===== src/rtl/serial_arith_pkg.sv =====
// Shared definitions for the bit-serial arithmetic blocks (subtractor now,
// adder/comparator later).
package serial_arith_pkg;

   typedef enum logic [1:0] {
      IDLE  = 2'd0,
      SHIFT = 2'd1,
      DONE  = 2'd2
   } state_e;

   localparam int WIDTH_DEFAULT = 8;

   // Borrow out of one bit position of x - y - bin.
   function automatic logic borrow_out(input logic x, input logic y, input logic bin);
      return (~x & y) | (~(x ^ y) & bin);
   endfunction

endpackage


===== src/rtl/full_subtractor_1b.sv =====
// Combinational 1-bit full subtractor: d = x - y - bin, bout = borrow out.
module full_subtractor_1b
   import serial_arith_pkg::*;
(
   input  logic x,
   input  logic y,
   input  logic bin,
   output logic d,
   output logic bout
);

   assign d    = x ^ y ^ bin;
   assign bout = borrow_out(x, y, bin);

endmodule


===== src/rtl/serial_subtractor.sv =====
// Bit-serial A - B, LSB first, one bit per clock through a single full
// subtractor cell and a registered borrow, with valid/ready on both sides.
module serial_subtractor
   import serial_arith_pkg::*;
#(
   parameter int WIDTH = WIDTH_DEFAULT
) (
   input  logic             clk,
   input  logic             rst_n,
   input  logic             in_valid,
   output logic             in_ready,
   input  logic [WIDTH-1:0] a,
   input  logic [WIDTH-1:0] b,
   output logic             out_valid,
   input  logic             out_ready,
   output logic [WIDTH-1:0] diff,
   output logic             borrow,
   output logic             zero
);

   localparam int CW = $clog2(WIDTH);
   localparam logic [CW-1:0] LAST = CW'(WIDTH - 1);

   state_e           state;
   state_e           state_next;
   logic [WIDTH-1:0] a_sr;
   logic [WIDTH-1:0] b_sr;
   logic [WIDTH-1:0] diff_sr;
   logic [WIDTH-1:0] diff_shifted;
   logic [CW-1:0]    cnt;
   logic             br;
   logic             d;
   logic             br_next;
   logic             last_bit;

   full_subtractor_1b u_cell (
      .x    (a_sr[0]),
      .y    (b_sr[0]),
      .bin  (br),
      .d    (d),
      .bout (br_next)
   );

   assign last_bit     = (cnt == LAST);
   assign diff_shifted = {d, diff_sr[WIDTH-1:1]};

   always_ff @(posedge clk or negedge rst_n) begin
      if (!rst_n) begin
         state <= IDLE;
      end else begin
         state <= state_next;
      end
   end

   always_comb begin
      state_next = state;
      case (state)
         IDLE:    if (in_valid)  state_next = SHIFT;
         SHIFT:   if (last_bit)  state_next = DONE;
         DONE:    if (out_ready) state_next = IDLE;
         default: state_next = IDLE;
      endcase
   end

   // borrow/zero are only latched on the final bit so they stay valid
   // from one result to the next; diff_sr restarts on every accept.
   always_ff @(posedge clk or negedge rst_n) begin
      if (!rst_n) begin
         a_sr    <= '0;
         b_sr    <= '0;
         diff_sr <= '0;
         cnt     <= '0;
         br      <= 1'b0;
         borrow  <= 1'b0;
         zero    <= 1'b0;
      end else begin
         case (state)
            IDLE: begin
               if (in_valid) begin
                  a_sr    <= a;
                  b_sr    <= b;
                  diff_sr <= '0;
                  cnt     <= '0;
                  br      <= 1'b0;
               end
            end
            SHIFT: begin
               a_sr    <= {1'b0, a_sr[WIDTH-1:1]};
               b_sr    <= {1'b0, b_sr[WIDTH-1:1]};
               diff_sr <= diff_shifted;
               br      <= br_next;
               if (last_bit) begin
                  cnt    <= '0;
                  borrow <= br_next;
                  zero   <= (diff_shifted == '0);
               end else begin
                  cnt <= cnt + 1'b1;
               end
            end
            default: begin
            end
         endcase
      end
   end

   assign in_ready  = (state == IDLE);
   assign out_valid = (state == DONE);
   assign diff      = diff_sr;

endmodule


===== config.mk =====
export PLATFORM = sky130hd
export DESIGN_NAME = serial_subtractor
export DESIGN_NICKNAME = d
export VERILOG_FILES = /design/src/rtl/serial_arith_pkg.sv /design/src/rtl/full_subtractor_1b.sv /design/src/rtl/serial_subtractor.sv
export SDC_FILE = /design/constraint.sdc
export NUM_CORES = 1
export LEC_CHECK = 0
export ABC_AREA = 0
export CAP_MARGIN = 5
export CORE_MARGIN = 2
export CORE_UTILIZATION = 50
export CTS_CLUSTER_SIZE = 24
export DETAILED_ROUTE_END_ITERATION = 16
export GPL_TIMING_DRIVEN = 0
export PLACE_DENSITY = 0.79
export SLEW_MARGIN = 20
export SYNTH_ARGS = -nofsm -noshare
export SYNTH_HDL_FRONTEND = slang
export SYNTH_HIERARCHICAL = 1
export SYNTH_SLANG_ARGS = --single-unit
export TNS_END_PERCENT = 1

===== constraint.sdc =====
create_clock -name clk -period 2 [get_ports clk]
set_input_delay 0.4 -clock clk [delete_from_list [all_inputs] [get_ports clk]]
set_output_delay 0.4 -clock clk [all_outputs]
set_load 0.05 [all_outputs]

==> results.ini <==
[clock_network]
cts_root_buffer = clkbuf_4
cts_tree = built
clock_insertion_delay_worst_skew_ns = 0.33
worst_setup_hold_path_clk_slew_ns = 0.10
number_of_clock_buffers_inserted_by_tritoncts = 5
cts_setup_buffers = 0
htree_num_levels = 2
tritoncts_num_sinks = 32
postCtsHoldBufs = 0
clock_tree.buffer_depth = 2

[grt]
largest_net_degree_at_the_start_of_global_routing = 33
grt_pass1_wl_um = 5660
globalRouteTotalUtil_pct = 22.2
overflow = 0
grt_antenna_before_repair = 0
grt_pass1_vias = 1238

[layout]
layout-area-overhead-vs-synth_pct = 27.7
fillers = 234
drive_above_1_share_pct = 10.9
number_of_antenna_cells_inserted = 0
mostFrequentLayoutCells = dfrtp_1 (32), clkdlybuf4s50_1 (21), a21oi_1 (16), a22oi_1 (14)
multi_input_comb_area_um2 = 628
nNetsFinal = 205
register_area_um2 = 801
layout_cell_area_excl_fill_mm2 = 0.00194
most_common_cell_after_layout_fill_and_taps_aside = dfrtp_1
utilization_pct = 68.5

[yosys]
synth-seq-cells = 32
yosysWarningCount = 6
yosys_most_used_dff = dfrtp_1
synth_largest_type_area_fraction_pct = 52.8
synth_area_leader_cell = dfrtp_1
synth_top_cells_by_area = dfrtp_1 (53%), a22oi_1 (6.9%), a22o_1 (6.4%)
synthesis.nets = 167
synth-edff-count = 0
sequential_area_share_after_synthesis_pct = 52.8
syn_inst = 144
synth.cell_area_mm2 = 0.00152
ys_types = 23
syn-mean-instance-area_um2 = 10.5
synthArstFlopShare_pct = 100

[timing]
final-hold-violation-count = 0
final.period_utilization_pct = 96.4
slew-limit-headroom_pct = 52.8
achievable-frequency_mhz = 519
hold_ws_ns = 0.108
finalWorstSetupSlack_ns = 0.0723
setup_repair_after_global_routing_missed_its_margin = true
period_minus_slack_ns = 1.93
max_slew.worst_pin.slew_ns = 0.709
report.final.slew_viol_count = 0
setup-violations-final = 0
clock_skew_ns = 0.00706

[drt]
vias = 1228
firstDrtPassIters = 4
drt.antenna.violating_nets = 0
vias_per_cell = 5.74
routed_wl_um = 3360
avgRoutedWirePerCell_um = 15.7
post-route-drc-count = 0
first_iter_violations = 82

[placed_design]
place_congestion = 0.776
place_worst_setup_slack_ns = -0.102
dp_hpwl_um = 2340
number_of_buffers_added_on_ports = 31
dpl_cell_area_mm2 = 0.00186

[status]
outcome = finished clean

[floorplan]
die_h_um = 59.1
initial_utilization_pct = 53.6
pin_count = 32
die_area_mm2 = 0.00349
fp.coreArea_mm2 = 0.00283
placement_rows = 19
dieWidth_um = 59.1

[pwr]
irDropWorstVdd_mv = 0.939
power_per_cell_area_mw_per_mm2 = 1490
power.static_leakage_uw = 0.000963
report.power.total_uw = 2880

[worst_setup_path]
crit_path_start_kind = register
cp.arrival_ns = 1.53
end_kind = output port
critical-path-slowest-cell = dfrtp_1
worst_ep_required_time_ns = 1.60
critical_path_buf_inv_count = 3
worst_r2r_path_depth = 4
critPathTopFamily = buffers and inverters
crit_cells = 4
crit_path_cell_trace = buf_2 > nand2b_1 > inv_1 > clkdlybuf4s18_2
max_stage_delay_ns = 0.41
crit_fanout = 10
critical_path_class = reg2out

[min_path]
min-delay-path-class = in2async

[run]
max-cap-violations = 0

cell usage after synthesis (2+ instances only):
cell / n
buf_4: 2
a21oi_1: 16
and2b_1: 7
o21ai_1: 11
nor2b_1: 11
a22oi_1: 14
a22o_1: 11
buf_2: 7
nor2_1: 2
nor4_1: 2
nand2_1: 6
inv_1: 5
dfrtp_1: 32
ha_1: 2
o21ai_0: 8
flip-flops by register name, indices dropped and copies added, names as in the netlist:
register / cells
diff: 8
br: 1
zero: 1
borrow: 1
b_sr: 8
a_sr: 8
state: 2
cnt: 3
kinds of logic after synthesis:
logic type | synth area share [%]
and+or+nand+nor | 11.7
adders and majority gates | 2.97
muxes | 1.40
AOI/OAI and AO/OA | 25.3
DFF | 52.8
buffers and inverters | 5.77
timing repair:
item | 4_1_cts | 5_1_grt
resized for setup | 9 | 9
pin swaps | 0 | 0
setup endpoints to repair | 2 | 9
report_power, final:
part,internal (µW),switching (µW)
Clock,173,212
Sequential,897,202
Combinational,581,818
layer usage:
metal | global-route usage [%] | routed length, µm | vias up
met1 | 30.0 | 1540 | 593
met2 | 32.5 | 1570 | 37
li1 | - | - | 591
met3 | 8.08 | 197 | 7
met4 | 9.09 | 59 | 0
met5 | 0 | 0 | -
worst paths after layout:
kind | from | end | slack [ns]
setup / recovery | state[0] | out_valid | 0.07
hold / removal | rst_n | a_sr[5] | 0.11
max in group asynchronous | rst_n | diff[6] | 1.44
hold reg to reg | cnt[0] | cnt[0] | 0.50
min in group clk | cnt[0] | cnt[0] | 0.50
setup reg to reg | cnt[0] | borrow | 0.54
through the flow:
stage,TNS (ns),std cells
after floorplan,0,144
after global placement,-1.37,206
after detailed placement,-0.102,206
after CTS,0,214
after global routing,-0.0241,214
final,0,214
layout make-up:
cell class / count / area share (%)
Inverter: 5 / 0.969
Tap cell: 31 / 2.00
Clock buffer: 8 / 3.04
Timing Repair Buffer: 31 / 16.5
Buffer: 11 / 3.68
Sequential cell: 32 / 41.3
Multi-Input combinational cell: 96 / 32.4
Note: power is estimated with default switching activity, not from simulation.
